File: config.mk
export PLATFORM = sky130hd
export DESIGN_NAME = clock_div_ctrl
export DESIGN_NICKNAME = d
export VERILOG_FILES = /design/src/rtl/clock_div_ctrl.sv
export SDC_FILE = /design/constraint.sdc
export NUM_CORES = 1
export LEC_CHECK = 0
export BUFFER_PORTS_ARGS = -buffer_cell sky130_fd_sc_hd__buf_2
export CELL_PAD_IN_SITES_DETAIL_PLACEMENT = 1
export CELL_PAD_IN_SITES_GLOBAL_PLACEMENT = 1
export CORE_MARGIN = 2
export CORE_UTILIZATION = 38
export DETAILED_ROUTE_END_ITERATION = 12
export PLACE_DENSITY_LB_ADDON = 0.1
export REMOVE_ABC_BUFFERS = 1
export SLEW_MARGIN = 0
export SYNTH_ARGS = -nofsm -noshare
export SYNTH_HDL_FRONTEND = slang
export SYNTH_SLANG_ARGS = --single-unit
File: constraint.sdc
create_clock -name clk -period 1.95 [get_ports clk]
set_input_delay 0.0975 -clock clk [delete_from_list [all_inputs] [get_ports clk]]
set_output_delay 0.0975 -clock clk [all_outputs]
set_load 0.05 [all_outputs]
File: src/rtl/clock_div_ctrl.sv
// clock_div_ctrl: sequencing controller for the TRNG ring divider.
// Resets the divider, waits for it to settle, then samples raw_bit on every
// synchronised rising edge of div_clk and packs the samples into words.
//
// Output handshake: word_out/word_valid form a valid/ready source. Once
// word_valid rises, word_out is held stable and word_valid stays high until a
// cycle with word_ready high; that cycle is the transfer. word_valid drops on
// the following cycle. word_ready is ignored whenever word_valid is low.
module clock_div_ctrl #(
  parameter int SETTLE_CYCLES = 8,
  parameter int WORD_BITS     = 8,
  parameter int SYNC_STAGES   = 2,
  parameter int TIMEOUT       = 255
) (
  input  logic                 clk,
  input  logic                 rst,
  input  logic                 run,
  input  logic                 mode_auto,
  input  logic [1:0]           sel_cfg,
  input  logic                 div_clk,
  input  logic                 raw_bit,
  output logic [1:0]           div_sel,
  output logic                 div_rst_n,
  output logic [WORD_BITS-1:0] word_out,
  output logic                 word_valid,
  input  logic                 word_ready,
  output logic                 busy,
  output logic                 timeout_err
);

  localparam int SET_W = $clog2(SETTLE_CYCLES + 1);
  localparam int BIT_W = $clog2(WORD_BITS + 1);
  localparam int TO_W  = $clog2(TIMEOUT + 1);

  localparam logic [SET_W-1:0] SETTLE_LAST = SET_W'(SETTLE_CYCLES - 1);
  localparam logic [BIT_W-1:0] BIT_LAST    = BIT_W'(WORD_BITS - 1);
  localparam logic [TO_W-1:0]  TO_LAST     = TO_W'(TIMEOUT - 1);

  typedef enum logic [2:0] {
    IDLE    = 3'd0,
    DIV_RST = 3'd1,
    SETTLE  = 3'd2,
    COLLECT = 3'd3,
    PRESENT = 3'd4
  } state_t;

  state_t                 state_q;
  logic [SYNC_STAGES-1:0] sync_q;
  logic                   prev_q;
  logic                   rise;
  logic                   rst_cnt_q;
  logic [SET_W-1:0]       settle_cnt_q;
  logic [BIT_W-1:0]       bit_cnt_q;
  logic [TO_W-1:0]        to_cnt_q;

  // Bring div_clk into the clk domain and keep one extra stage for edge detect.
  always_ff @(posedge clk) begin
    if (rst) begin
      sync_q <= '0;
      prev_q <= 1'b0;
    end else begin
      sync_q <= {sync_q[SYNC_STAGES-2:0], div_clk};
      prev_q <= sync_q[SYNC_STAGES-1];
    end
  end

  assign rise = sync_q[SYNC_STAGES-1] & ~prev_q;
  assign busy = (state_q != IDLE);

  // Sequencer: divider reset, settle, collect samples, present the word.
  always_ff @(posedge clk) begin
    if (rst) begin
      state_q      <= IDLE;
      div_sel      <= 2'd0;
      div_rst_n    <= 1'b0;
      word_out     <= '0;
      word_valid   <= 1'b0;
      timeout_err  <= 1'b0;
      rst_cnt_q    <= 1'b0;
      settle_cnt_q <= '0;
      bit_cnt_q    <= '0;
      to_cnt_q     <= '0;
    end else begin
      case (state_q)
        IDLE: begin
          div_rst_n  <= 1'b0;
          word_valid <= 1'b0;
          if (run) begin
            div_sel     <= sel_cfg;
            timeout_err <= 1'b0;
            rst_cnt_q   <= 1'b0;
            state_q     <= DIV_RST;
          end
        end

        DIV_RST: begin
          // Two cycles with the divider held in reset.
          div_rst_n <= 1'b0;
          if (rst_cnt_q) begin
            div_rst_n    <= 1'b1;
            settle_cnt_q <= '0;
            state_q      <= SETTLE;
          end else begin
            rst_cnt_q <= 1'b1;
          end
        end

        SETTLE: begin
          // Edges seen here are ignored; the divider output is not trusted yet.
          if (settle_cnt_q == SETTLE_LAST) begin
            bit_cnt_q <= '0;
            to_cnt_q  <= '0;
            state_q   <= COLLECT;
          end else begin
            settle_cnt_q <= settle_cnt_q + 1'b1;
          end
        end

        COLLECT: begin
          // A stall is reported even when run drops in the same cycle.
          if (!rise && (to_cnt_q == TO_LAST)) begin
            timeout_err <= 1'b1;
            word_valid  <= 1'b0;
            div_rst_n   <= 1'b0;
            state_q     <= IDLE;
          end else if (!run) begin
            div_rst_n <= 1'b0;
            state_q   <= IDLE;
          end else if (rise) begin
            word_out <= {word_out[WORD_BITS-2:0], raw_bit};
            to_cnt_q <= '0;
            if (bit_cnt_q == BIT_LAST) begin
              word_valid <= 1'b1;
              state_q    <= PRESENT;
            end else begin
              bit_cnt_q <= bit_cnt_q + 1'b1;
            end
          end else begin
            to_cnt_q <= to_cnt_q + 1'b1;
          end
        end

        PRESENT: begin
          // The word is always delivered, even if run has already dropped.
          if (word_ready) begin
            word_valid <= 1'b0;
            if (!run) begin
              div_rst_n <= 1'b0;
              state_q   <= IDLE;
            end else if (mode_auto) begin
              div_sel   <= div_sel + 2'd1;
              div_rst_n <= 1'b0;
              rst_cnt_q <= 1'b0;
              state_q   <= DIV_RST;
            end else begin
              bit_cnt_q <= '0;
              to_cnt_q  <= '0;
              state_q   <= COLLECT;
            end
          end
        end

        default: begin
          state_q <= IDLE;
        end
      endcase
    end
  end

endmodule

# Word level (Yosys, flattened, before mapping)
# Cells that the tools add are included.
# op_classes
n_addsub	4
eq_ne	27
muxes	55
n_bitwise	3
n_reduce_logical	21
# op_table
op	count
8-bit 2-to-1 mux	7
4-bit 2-to-1 mux	10
2-bit != test (second input constant)	13
3-bit 2-to-1 mux	8
8-bit one-hot mux with 3 select lines	1
1-bit 2-to-1 mux	15
3-bit != test (second input constant)	5
3-bit one-hot mux with 5 select lines	1
5-bit AND reduction	3
2-bit 2-to-1 mux	6
4-bit one-hot mux with 3 select lines	1
3-bit nonzero test	4
9-bit AND reduction	1
4-bit by 1-bit adder with 4-bit output (second input constant)	2
8-bit by 1-bit adder with 8-bit output (second input constant)	1
4-bit by 3-bit equality test with 1-bit output (second input constant)	2
8-bit equality test (second input constant)	1
4-bit != test (second input constant)	2
4-bit one-hot mux with 2 select lines	1
4-bit AND reduction	2
7-bit AND reduction	1
3-bit by 2-bit equality test with 1-bit output (second input constant)	2
1-bit one-hot mux with 3 select lines	2
3-bit AND reduction	2
other kinds (14)	17
# totals
regBits	36
output_inout_bits	14
elab_cells	122

# Depth between registers and ports, before layout
# logic_depth
ltp_word	6
depth_mapped	8
mapped_depth_nobuf	7

# Least setup slack after synthesis
# No wires, ideal clock.
# synth_timing
path_type	register to register
from	register state_q[2]
to	register to_cnt_q[3]
setup_ps	70
arrival_time_ps	1951
path_slack_ps	-71
stages_incl_launch_ff	7
synth_period_minus_slack_ps	2021
cell_sequence	dfxtp_1 -> buf_4 -> or4b_1 -> a32o_1 -> or2_4 -> or4_1 -> a21oi_1
# synth_between
elab_chain_cells	3
# synth_lines
item	line_no	text
from (decl)	47	state_t state_q;
from (signal assigned)	73	state_q <= IDLE;
from (signal assigned)	92	state_q <= DIV_RST;
from (signal assigned)	102	state_q <= SETTLE;
3-bit by 2-bit equality test with 1-bit output or 3-bit equality test (tied branches)	84	case (state_q)
2-bit != test (no line) or 3-bit nonzero test (tied branches)	n/a	
7-bit AND reduction (no line)	n/a	
to (signal assigned)	139	to_cnt_q <= to_cnt_q + 1'b1;
to (decl)	54	logic [TO_W-1:0] to_cnt_q;
# Several ways; a longest one is shown, not always the timed one.
# A chain may end at the register's enable or synchronous reset.

# Final worst setup path
# layout_timing
from	register state_q[1]
to	register to_cnt_q[4]
# Same word-level chain as after synthesis.

==> summary.txt <==
Flow run
  • Maxcap violations: 0

Synth
  • Post-Synth Adder-Cell Area: 0.02764
  • Synth Area in Compound Gates: 0.1735
  • XOR/XNOR Fraction of Synth Area: 0.01935
  • Unique masters post-synth: 41
  • Yosys Warn Count: 0
  • Post-synth EDFFs: 0
  • Async set-reset flop share out of synthesis: 0
  • Post-Syn Instances: 218
  • Cell area after synthesis: around 1800 um2
  • Mux share of post-synthesis cell area: 0.06151
  • Avg Cell Area, Syn: 8.305 um2
  • Synth Register Bits: 36
  • Main synth FF type: dfxtp_1
  • Post-synthesis simple-gate area fraction: 0.2847
  • Largest family of logic cells by synthesized area: simple AND/OR/NAND/NOR gates
  • Register area share after synthesis: 0.3981

Finish
  • Fill cells: 563
  • Fin area: roughly 2200 um2
  • Fin nets: 265
  • Area of the multi-input gates: about 1100 um2
  • Storage cell area: 721.9 um2
  • ANT cells: 0
  • Synthesis-to-layout area growth: 20.73%
  • Layout cells sized above 1: 0.2292

STA
  • Final hold violations: 0
  • Slew margin rel.: 0.7009
  • Final WS setup: -53.77 ps
  • Post-layout min period: 2004 ps
  • Final hold slack: 19.78 ps
  • Final Max Slew Viols: 0
  • RSZ-0062 raised after global routing: true
  • Fmax: 0.4991 GHz
  • Post-route clock period utilization: 1.028
  • Final setup TNS: -232.4 ps
  • Setup Viol. Count Final: 6
  • Measured slew at the worst slew-check pin: 448.7 ps
  • Clock skew: 6.065 ps

Clocking
  • Skew-Pair Late Insertion Delay: 290 ps
  • CTS Sinks: 36
  • Worst-path clk slew: 70 ps
  • Clock H-tree levels: 2
  • CTS tree: built
  • CTS max path bufs: 2
  • CTS buffer count: 5
  • CTS Root Cell: clkbuf_8

Drt
  • Total number of vias: roughly 1700
  • WL/cell: 15.46 um
  • DRT antenna net count: 0
  • Initial DRT Pass Iterations: 4
  • Drt drc: 0
  • Initial DRC count: 63
  • Via density: 5.642
  • Final WL: 4746 um

Global routing
  • GRT overflow: 0
  • Initial antenna violation count: 0
  • Largest net degree at the start of global routing: 22
  • Vias in the first global route: approximately 1800
  • Global-route wire length before repair: 7997 um
  • GRT Overall Usage: 0.1927

Worst setup path
  • Worst path cell trace: or4b_1 -> a32o_2 -> or2_4 -> or4_1 -> a21oi_2
  • Crit path DAT: 2230 ps
  • Crit-path max FO: 5
  • Startpoint types: register
  • CP Capture Type: register
  • CP max stage delay: 520 ps
  • Cell at the slowest stage of the critical path: or4b_1
  • CP required: approximately 2200 ps
  • Kind of critical path: register to register

Run status
  • Failing checks: negative setup slack
  • Outcome: complete, but fails checks

Power and ir drop
  • P per Cell Area: slightly above 1000 nW/um2
  • Worst vdd ir: 0.3878 mV
  • Leak Pwr: roughly 0.84 nW

Floorplan
  • Starting Density: 0.3885
  • Die H: around 73 um
  • I/O pin total: 23
  • Core ar.: 4661 um2
  • Die Area: 5333 um2
  • Horiz. Die Dim: 73.03 um
  • FP Rows: 25

Placement
  • Post-place instance area: 2059 um2
  • Dpl hpwl: 3513 um
  • Pre-CTS setup slack: -151.3 ps
  • IO Port Bufs: 22
  • Placer Congestion: a little over 0.8

Worst hold path
  • Worst Hold Class: primary input to register
-- path summary, 6_finish.rpt --
check	startpoint	to	slack [ps]	cells after the start
worst max-delay path	state_q[1]	to_cnt_q[4]	-50	5
worst min-delay path	div_clk	sync_q[0]	20	2
worst max register to register	state_q[1]	to_cnt_q[4]	-50	5
worst min register to register	sync_q[0]	sync_q[1]	450	1
-- kinds of logic (layout without fill, tap and decap cells) --
family / Yosys count / in the layout
and+or+nand+nor: 95 / 95
DFF: 36 / 36
xor gates and xnor gates: 4 / 4
muxes: 11 / 11
AOI/OAI and AO/OA: 52 / 52
adders and majority gates: 4 / 4
buffers and inverters: 16 / 51
-- cell usage after synthesis (4+ instances only) --
cell type	count	area (um2)
dfxtp_1	36	720.7
inv_1	4	15.01
o21ai_0	14	70.07
nor2b_1	7	43.79
nor2_1	29	108.9
clkbuf_1	11	41.29
mux2i_1	10	100.1
a21oi_1	20	100.1
nand2b_1	8	50.05
nand2_1	10	37.54
nor3_1	9	45.04
a31oi_1	5	31.28
ha_1	4	50.05
nand3b_1	4	30.03
nand4_1	6	37.54
-- layer usage --
| metal | share of wire | track usage |
|---|---|---|
| met5 | 0 | 0 |
| met4 | 0.020 | 0.09053 |
| met3 | 0.022 | 0.04282 |
| met2 | 0.51 | 0.3293 |
| met1 | 0.44 | 0.2273 |
-- per-stage QoR --
stage | instances | total power [mW] | util
2_1_floorplan | 206 | 1.340 | -
3_3_place_gp | 298 | 1.605 | 0.4419
3_5_place_dp | 298 | 1.640 | 0.4419
4_1_cts | 306 | 2.205 | 0.4615
5_1_grt | 307 | 2.345 | 0.4690
6_report | 307 | 2.211 | 0.4690
-- flip-flops by register name, summed over array words and instances, names as in the netlist --
signal	count
bit_cnt_q	4
div_rst_n	1
div_sel	2
prev_q	1
rst_cnt_q	1
settle_cnt_q	4
state_q	3
sync_q	2
timeout_err	1
to_cnt_q	8
word_out	8
word_valid	1
-- worst max-delay path: cells and delay by family, from the launching register on --
| kind | cells | cell delay [ps] |
|---|---|---|
| compound gates | 2 | 400 |
| simple gates | 3 | 1220 |
| flops | 1 | 320 |
-- cell type report --
type                    instances  share of cell area
clock buffers                   8             0.04121
inverters                       4            0.006869
multi-input cells             166              0.4820
flip-flops and latches         36              0.3303
well taps                      54             0.03091
repair buffers                 39              0.1088
-- cell usage in the layout, fill, tap and decap left out, drive strengths merged, types with 2 or more instances in the layout --
cell type / n
clkbuf: 8
a311oi: 2
nand3b: 4
a211o: 2
a21oi: 20
nor3b: 2
xor2: 2
nand4b: 2
mux2i: 10
buf: 39
or4: 3
xnor2: 2
or3: 2
a41oi: 3
nor2b: 7
nand2: 10
nor3: 9
ha: 4
or4b: 2
a31oi: 5
nand2b: 8
nor2: 29
o21ai: 14
nand4: 6
or2: 3
inv: 4
and3b: 2
dfxtp: 36
nand3: 3
-- where the power goes --
group / internal (mW) / leakage [nW] / switching (mW) / total, mW
clock network: 0.288 / 0.0455 / 0.261 / 0.550
logic: 0.337 / 0.501 / 0.497 / 0.833
registers: 0.791 / 0.292 / 0.0370 / 0.828
-- what timing repair did --
| item | in CTS | in global routing |
|---|---|---|
| gates resized for setup | 1 | 14 |
| pin swaps | 7 | 7 |
| endpoints found under the hold margin | 0 | 0 |
| setup buffers | 0 | 1 |
| hold buffers | 0 | 0 |
| setup endpoints to repair | 9 | 12 |
(Power assumes the default switching activity.)
